File: config.mk
export PLATFORM = sky130hd
export DESIGN_NAME = instr_encoder_flat
export DESIGN_NICKNAME = d
export VERILOG_FILES = /design/src/rtl/instr_encoder_if.sv /design/src/rtl/instr_encoder.sv /design/src/flat_wrapper.sv
export SDC_FILE = /design/constraint.sdc
export NUM_CORES = 1
export LEC_CHECK = 0
export ABC_CLOCK_PERIOD_IN_PS = 2200
export CAP_MARGIN = 15
export CORE_MARGIN = 2
export CORE_UTILIZATION = 40
export DETAILED_ROUTE_END_ITERATION = 8
export DONT_BUFFER_PORTS = 1
export PLACE_DENSITY = 0.63
export SLEW_MARGIN = 10
export SYNTH_ARGS = -nofsm -noshare
export SYNTH_HDL_FRONTEND = slang
export SYNTH_SLANG_ARGS = --single-unit
File: constraint.sdc
create_clock -name clk -period 2.2 [get_ports clk]
set_input_delay 0.22 -clock clk [delete_from_list [all_inputs] [get_ports clk]]
set_output_delay 0.22 -clock clk [all_outputs]
set_load 0.03 [all_outputs]
File: src/rtl/instr_encoder_if.sv
`default_nettype none
// ============================================================================
// Module   : instr_encoder_if
// Desc     : Instruction-in / encoded-word-out handshake bundle
// Revision : 1.0  initial release
// ============================================================================
interface instr_encoder_if #(
    parameter int ADDR_W = 8
);
    logic              in_valid;
    logic              in_ready;
    logic [7:0]        in_op;
    logic [1:0]        in_type;
    logic              in_ri;
    logic [3:0]        in_rdest;
    logic [3:0]        in_rsrc;
    logic [15:0]       in_imm;
    logic              word_valid;
    logic              word_ready;
    logic [15:0]       word_data;
    logic [ADDR_W-1:0] word_addr;

    modport slave (
        input  in_valid, in_op, in_type, in_ri, in_rdest, in_rsrc, in_imm, word_ready,
        output in_ready, word_valid, word_data, word_addr
    );

    modport master (
        output in_valid, in_op, in_type, in_ri, in_rdest, in_rsrc, in_imm, word_ready,
        input  in_ready, word_valid, word_data, word_addr
    );
endinterface
`default_nettype wire

File: src/rtl/instr_encoder.sv
`default_nettype none
// ============================================================================
// Module   : instr_encoder
// Desc     : Packs structured instructions into 16-bit words for program load
// Revision : 1.0  initial release
// ============================================================================
module instr_encoder #(
    parameter int ADDR_W    = 8,
    parameter int BASE_ADDR = 0
) (
    input  logic                  clk,
    input  logic                  reset,
    input  logic                  restart,
    instr_encoder_if.slave        bus,
    output logic                  full,
    output logic                  err
);
    localparam logic [1:0] c_st_idle  = 2'd0;
    localparam logic [1:0] c_st_emit  = 2'd1;
    localparam logic [1:0] c_st_emit2 = 2'd2;

    localparam logic [7:0] c_op_and  = 8'h01;
    localparam logic [7:0] c_op_or   = 8'h02;
    localparam logic [7:0] c_op_xor  = 8'h03;
    localparam logic [7:0] c_op_add  = 8'h05;
    localparam logic [7:0] c_op_sub  = 8'h09;
    localparam logic [7:0] c_op_cmp  = 8'h0B;
    localparam logic [7:0] c_op_mov  = 8'h0D;
    localparam logic [7:0] c_op_mul  = 8'h0E;
    localparam logic [7:0] c_op_lsh  = 8'h84;
    localparam logic [7:0] c_op_ashu = 8'h86;

    localparam logic [ADDR_W-1:0] c_addr_max  = {ADDR_W{1'b1}};
    localparam logic [ADDR_W-1:0] c_addr_base = ADDR_W'(BASE_ADDR);
    localparam logic [ADDR_W-1:0] c_addr_one  = ADDR_W'(1);

    logic [1:0]        r_state;
    logic [1:0]        w_state_nxt;
    logic [ADDR_W-1:0] r_addr;
    logic              r_full;
    logic              r_err;
    logic [15:0]       r_word;
    logic [15:0]       r_word2;
    logic              r_expand;

    logic              w_in_ready;
    logic              w_hs;
    logic              w_known;
    logic              w_imm_ok;
    logic              w_legal;
    logic              w_expand;
    logic              w_accept;
    logic              w_hi_zero;
    logic              w_hi_sext;
    logic [7:0]        w_op_eff;
    logic [15:0]       w_word1;
    logic [15:0]       w_word2;
    logic              w_word_valid;
    logic              w_adv;

    assign w_in_ready = (r_state == c_st_idle) & ~r_full & ~restart;
    assign w_hs       = bus.in_valid & w_in_ready;
    assign w_hi_zero  = (bus.in_imm[15:8] == 8'h00);
    assign w_hi_sext  = (bus.in_imm[15:8] == {8{bus.in_imm[7]}});

    // Instruction decode: legality, word image(s) and whether a LUI+ORI pair is needed.
    always_comb begin
        w_known  = 1'b0;
        w_imm_ok = 1'b0;
        w_legal  = 1'b0;
        w_expand = 1'b0;
        w_op_eff = bus.in_op;
        w_word1  = 16'h0000;
        w_word2  = {4'h2, bus.in_rdest, bus.in_imm[7:0]};
        case (bus.in_type)
            2'b01: begin
                w_legal = 1'b1;
                w_word1 = {4'h4, bus.in_rsrc, 4'h4, bus.in_rdest};
            end
            2'b10: begin
                w_legal = 1'b1;
                w_word1 = {4'h4, bus.in_rsrc, 4'h0, bus.in_rdest};
            end
            2'b00: begin
                if (bus.in_op == c_op_mul) begin
                    w_op_eff = c_op_lsh;
                end
                case (bus.in_op)
                    c_op_add, c_op_sub, c_op_cmp, c_op_mul: begin
                        w_known  = 1'b1;
                        w_imm_ok = w_hi_sext;
                    end
                    c_op_and, c_op_or, c_op_xor: begin
                        w_known  = 1'b1;
                        w_imm_ok = w_hi_zero;
                    end
                    c_op_mov: begin
                        w_known  = 1'b1;
                        w_imm_ok = 1'b1;
                        w_expand = bus.in_ri & ~w_hi_zero;
                    end
                    c_op_lsh, c_op_ashu: begin
                        w_known  = 1'b1;
                    end
                    default: ;
                endcase
                if (!bus.in_ri) begin
                    w_legal = w_known;
                    w_word1 = {w_op_eff[7:4], bus.in_rdest, w_op_eff[3:0], bus.in_rsrc};
                end else begin
                    w_legal = w_known & w_imm_ok;
                    w_word1 = w_expand ? {4'hF, bus.in_rdest, bus.in_imm[15:8]}
                                       : {bus.in_op[3:0], bus.in_rdest, bus.in_imm[7:0]};
                end
            end
            default: ;
        endcase
    end

    // A pair is refused outright when only the last slot remains.
    assign w_accept = w_hs & w_legal & ~(w_expand & (r_addr == c_addr_max));

    always_comb begin
        w_state_nxt  = r_state;
        w_word_valid = 1'b0;
        case (r_state)
            c_st_idle: begin
                if (w_accept) begin
                    w_state_nxt = c_st_emit;
                end
            end
            c_st_emit: begin
                w_word_valid = 1'b1;
                if (bus.word_ready) begin
                    w_state_nxt = r_expand ? c_st_emit2 : c_st_idle;
                end
            end
            c_st_emit2: begin
                w_word_valid = 1'b1;
                if (bus.word_ready) begin
                    w_state_nxt = c_st_idle;
                end
            end
            default: w_state_nxt = c_st_idle;
        endcase
    end

    assign w_adv = w_word_valid & bus.word_ready;

    always_ff @(posedge clk) begin
        if (reset) begin
            r_state  <= c_st_idle;
            r_addr   <= c_addr_base;
            r_full   <= 1'b0;
            r_err    <= 1'b0;
            r_word   <= 16'h0000;
            r_word2  <= 16'h0000;
            r_expand <= 1'b0;
        end else begin
            r_state <= w_state_nxt;
            r_err   <= w_hs & ~w_accept;
            if ((r_state == c_st_idle) && restart) begin
                r_addr <= c_addr_base;
                r_full <= 1'b0;
            end
            if (w_accept) begin
                r_word   <= w_word1;
                r_word2  <= w_word2;
                r_expand <= w_expand;
            end
            if (w_adv) begin
                // The address saturates at the top slot; full marks it consumed.
                if (r_addr == c_addr_max) begin
                    r_full <= 1'b1;
                end else begin
                    r_addr <= r_addr + c_addr_one;
                end
                if ((r_state == c_st_emit) && r_expand) begin
                    r_word <= r_word2;
                end
            end
        end
    end

    assign bus.in_ready   = w_in_ready;
    assign bus.word_valid = w_word_valid;
    assign bus.word_data  = r_word;
    assign bus.word_addr  = r_addr;
    assign full           = r_full;
    assign err            = r_err;
endmodule
`default_nettype wire
File: src/flat_wrapper.sv
// flat-port wrapper written by rule: the top's interface ports become plain ports
module instr_encoder_flat 
#(
    parameter int ADDR_W    = 8,
    parameter int BASE_ADDR = 0
)
  (clk, reset, restart, full, err, bus_in_valid, bus_in_op, bus_in_type, bus_in_ri, bus_in_rdest, bus_in_rsrc, bus_in_imm, bus_word_ready, bus_in_ready, bus_word_valid, bus_word_data, bus_word_addr);
  instr_encoder_if #(.ADDR_W(ADDR_W)) bus_i ();
  input  logic clk;
  input  logic reset;
  input  logic restart;
  output logic full;
  output logic err;
  input wire logic [$bits(bus_i.in_valid)-1:0] bus_in_valid;
  input wire logic [$bits(bus_i.in_op)-1:0] bus_in_op;
  input wire logic [$bits(bus_i.in_type)-1:0] bus_in_type;
  input wire logic [$bits(bus_i.in_ri)-1:0] bus_in_ri;
  input wire logic [$bits(bus_i.in_rdest)-1:0] bus_in_rdest;
  input wire logic [$bits(bus_i.in_rsrc)-1:0] bus_in_rsrc;
  input wire logic [$bits(bus_i.in_imm)-1:0] bus_in_imm;
  input wire logic [$bits(bus_i.word_ready)-1:0] bus_word_ready;
  output wire logic [$bits(bus_i.in_ready)-1:0] bus_in_ready;
  output wire logic [$bits(bus_i.word_valid)-1:0] bus_word_valid;
  output wire logic [$bits(bus_i.word_data)-1:0] bus_word_data;
  output wire logic [$bits(bus_i.word_addr)-1:0] bus_word_addr;
  assign bus_i.in_valid = bus_in_valid;
  assign bus_i.in_op = bus_in_op;
  assign bus_i.in_type = bus_in_type;
  assign bus_i.in_ri = bus_in_ri;
  assign bus_i.in_rdest = bus_in_rdest;
  assign bus_i.in_rsrc = bus_in_rsrc;
  assign bus_i.in_imm = bus_in_imm;
  assign bus_i.word_ready = bus_word_ready;
  assign bus_in_ready = bus_i.in_ready;
  assign bus_word_valid = bus_i.word_valid;
  assign bus_word_data = bus_i.word_data;
  assign bus_word_addr = bus_i.word_addr;
  instr_encoder #(.ADDR_W(ADDR_W), .BASE_ADDR(BASE_ADDR)) u_core (.clk(clk), .reset(reset), .restart(restart), .bus(bus_i), .full(full), .err(err));
endmodule
==> out/results.txt <==
Worst Hold End: u_core.r_word2[10]
Post-DP HPWL: 5910 um
Tmin final: 2160 ps
Period utilisation layout: 98.3%
Global Route Usage Sum: 23.4%
CTS Buffer Depth: 2
CTS Root Cell: clkbuf_8
TritonCTS Buffers: 5
Synth top area share: 32.0%
Worst-Margin Slew: 565 ps
Share of layout cells above drive strength 1: 25.8%
Core footprint: 6350 um^2
Power Total: 2.08 mW
Synth Warn #: 0
Rows: 29
Die Ht: 85.1 um
Antenna Cells: 0
Compound-Gate Fraction of Synth Area: 30.8%
Setup crit start kind: flop
Finished Core Util: 52.5%
WL per Instance: 18.4 um
Status: finished, final reports clean
Post-synth EDFFs: 0
Port Buffers: 0
H-tree Lvls: 2
Starting density of the core: 41.4%
Detail Route Antenna Nets: 0
Synth Area in Simple Gates: 24.9%
Number of synthesized register bits: 42
Async S/R FF share, synth: 0%
Post-synthesis xor/xnor area fraction: 0%
FF-to-FF Start: u_core.r_state[1]
First-pass GRT wire length: 13700 um
RSZ-0062 raised after global routing: yes
Clock Sinks: 42
Die Area: 7240 um^2
Hold path start: bus_in_rdest[2]
Syn nets: 386
Synth Cell Area: 2630 um^2
Clock-pin slew on the worst setup and hold paths: 80 ps
CP required: 2420 ps
PD cells: 624 nW/um^2
R2r worst-path depth: 10
Setup WS post-layout: 36.5 ps
Worst-Skew Late Latency: 300 ps
Crit path DAT: 2380 ps
CTS tree: done
Final setup vio count: 0
I/O pin cnt: 68
Placed Cells incl. Taps: 435
F_max: 462 MHz
Total grt overflow: 0
1st-iter DRT viols: 174
Mapped Cells: 336
Critical Path End Type: flop
Placer Congestion: 0.926
Routed WL: 8480 um
Initial antenna violation count: 0
Syn_area_per_cell: 7.83 um^2
Synth area leaders: dfxtp_1, a21oi_1, o21ai_0, ha_1, nand3_1
Fin cells: 460
Ys flop type: dfxtp_1
Worst Hold Path Cells: 2
Unique masters post-synth: 53
DR vias: 2869
Slew HR: 61.9%
Maxcap violations: 0
Largest net degree at the start of global routing: 36
Syn-to-layout area delta: 26.8%
Cell taking the most area after synthesis: dfxtp_1
Final net count: 432
Area share of fa/ha/maj cells after synthesis: 4.76%
Crit-path max FO: 7
Lkg Pwr: 1.23 nW
Clock skew: 9.62 ps
Final Max Slew Viols: 0
Reg-to-reg critical path endpoint: u_core.bus.word_data[5]
Place WS: -169 ps
Vias in the first global route: 2724
DRC violations left: 0
Seq/Total Area, Yosys: 32.0%
HP Class: in2reg
Largest family of logic cells by synthesized area: compound AO/OA/AOI/OAI gates
Via density: 6.24
Crit path kind: reg2reg
Mux share of post-synthesis cell area: 2.43%
Worst reg-to-reg setup slack: 40 ps
Fin. Hold Viols: 0
Die X: 85.1 um
Initial DRT Pass Iterations: 6
Maximum vdd drop: 571 uV
## registers in the layout, summed over array words and instances, names as in the netlist
signal                cells
u_core.r_expand           1
u_core.full               1
u_core.err                1
u_core.r_state            2
u_core.bus.word_data     16
u_core.bus.word_addr      8
u_core.r_word2           13
## layout make-up
cell class	instances	area, um^2
clock inverters	3	40.0
clock buffers	5	68.8
flip-flops and latches	42	843
repair buffers	62	485
inverters	9	33.8
multi-input cells	262	1770
fillers	586	3010
well taps	77	96.3
## cells in the final DEF, fill, tap and decap left out, types with 4 or more instances in the layout
cell / instances
buf_4: 57
dfxtp_1: 40
nor2_1: 32
a21oi_1: 31
o21ai_0: 26
nand3_1: 25
nand2_1: 16
o21ai_1: 11
a311oi_1: 10
ha_1: 9
inv_1: 7
nand4_1: 6
nand3b_1: 6
or4_1: 6
nand2b_1: 6
nor3_1: 5
o21ai_2: 5
o21a_1: 5
a22oi_1: 5
clkbuf_8: 5
o31ai_1: 4
a221oi_1: 4
## critical path: stages, from the launching register on
cell and delay [ps]:
dfxtp_2 330, inv_2 70, ha_4 150, nand4bb_4 120
or3_4 410, buf_4 150, a41oi_4 170, buf_4 150
buf_6 130, nand4_1 140, a311oi_1 270
## routing by layer
| layer | wire length, um | track usage, % |
|---|---|---|
| met1 | 3470 | 29.7 |
| met3 | 796 | 8.37 |
| met2 | 3970 | 36.6 |
| met4 | 244 | 8.66 |
| met5 | 0 | 0 |
## stage by stage
stage	hold slack (ps)	area, um^2	TNS, ps
floorplan	368	2650	-18.7
global placement	293	2990	-448
detailed placement	293	2990	-818
CTS	53.8	3240	0
global route	50.4	3340	-195
finish	56.4	3340	0
## Yosys cell counts, drive strengths merged, types with 2 or more instances
master  instances
a211oi          4
a21oi          32
a221oi          4
a22oi           5
a311oi         13
a31oi           3
and3            3
buf             4
clkbuf         20
dfxtp          42
ha             10
inv             9
mux2            3
mux2i           3
nand2          16
nand2b          6
nand3          25
nand3b          6
nand4           6
nor2           33
nor3            5
nor3b           2
nor4            2
o21a            5
o21ai          42
o31ai           4
or3             2
or4             8
## logic make-up (layout without fill, tap and decap cells)
group	Yosys count	count (layout)
AND/OR/NAND/NOR	121	121
adder cells (fa/ha/maj)	10	10
multiplexers	6	6
AO/OA/AOI/OAI	124	125
flip-flops	42	42
buffers and inverters	33	79
## worst max path at each step
stage,slack (ps),to,startpoint,cells after the start
after CTS,20,u_core.bus.word_data[5],u_core.r_state[1],10
after global placement,-120,u_core.bus.word_data[7],bus_in_op[5],6
after global routing,-70,u_core.bus.word_data[13],u_core.r_state[1],10
final,40,u_core.bus.word_data[5],u_core.r_state[1],10
after floorplan,-20,u_core.bus.word_data[10],u_core.r_state[1],8
after detailed placement,-170,u_core.bus.word_data[7],bus_in_op[5],6
## timing repair
| item | in CTS | in global routing |
|---|---|---|
| endpoints found under the hold margin | 35 | 0 |
| setup buffers | 12 | 1 |
| gates cloned | 1 | 1 |
| resized for setup | 4 | 17 |
| setup endpoints to repair | 4 | 34 |
| hold buffers | 2 | 0 |
| pin swaps | 10 | 5 |
## power by group
group / internal [mW] / switching [mW]
Combinational: 0.307 / 0.354
Sequential: 0.788 / 0.0302
Clock: 0.334 / 0.269
Total: 1.43 / 0.653
Note: power is estimated with default switching activity, not from simulation.
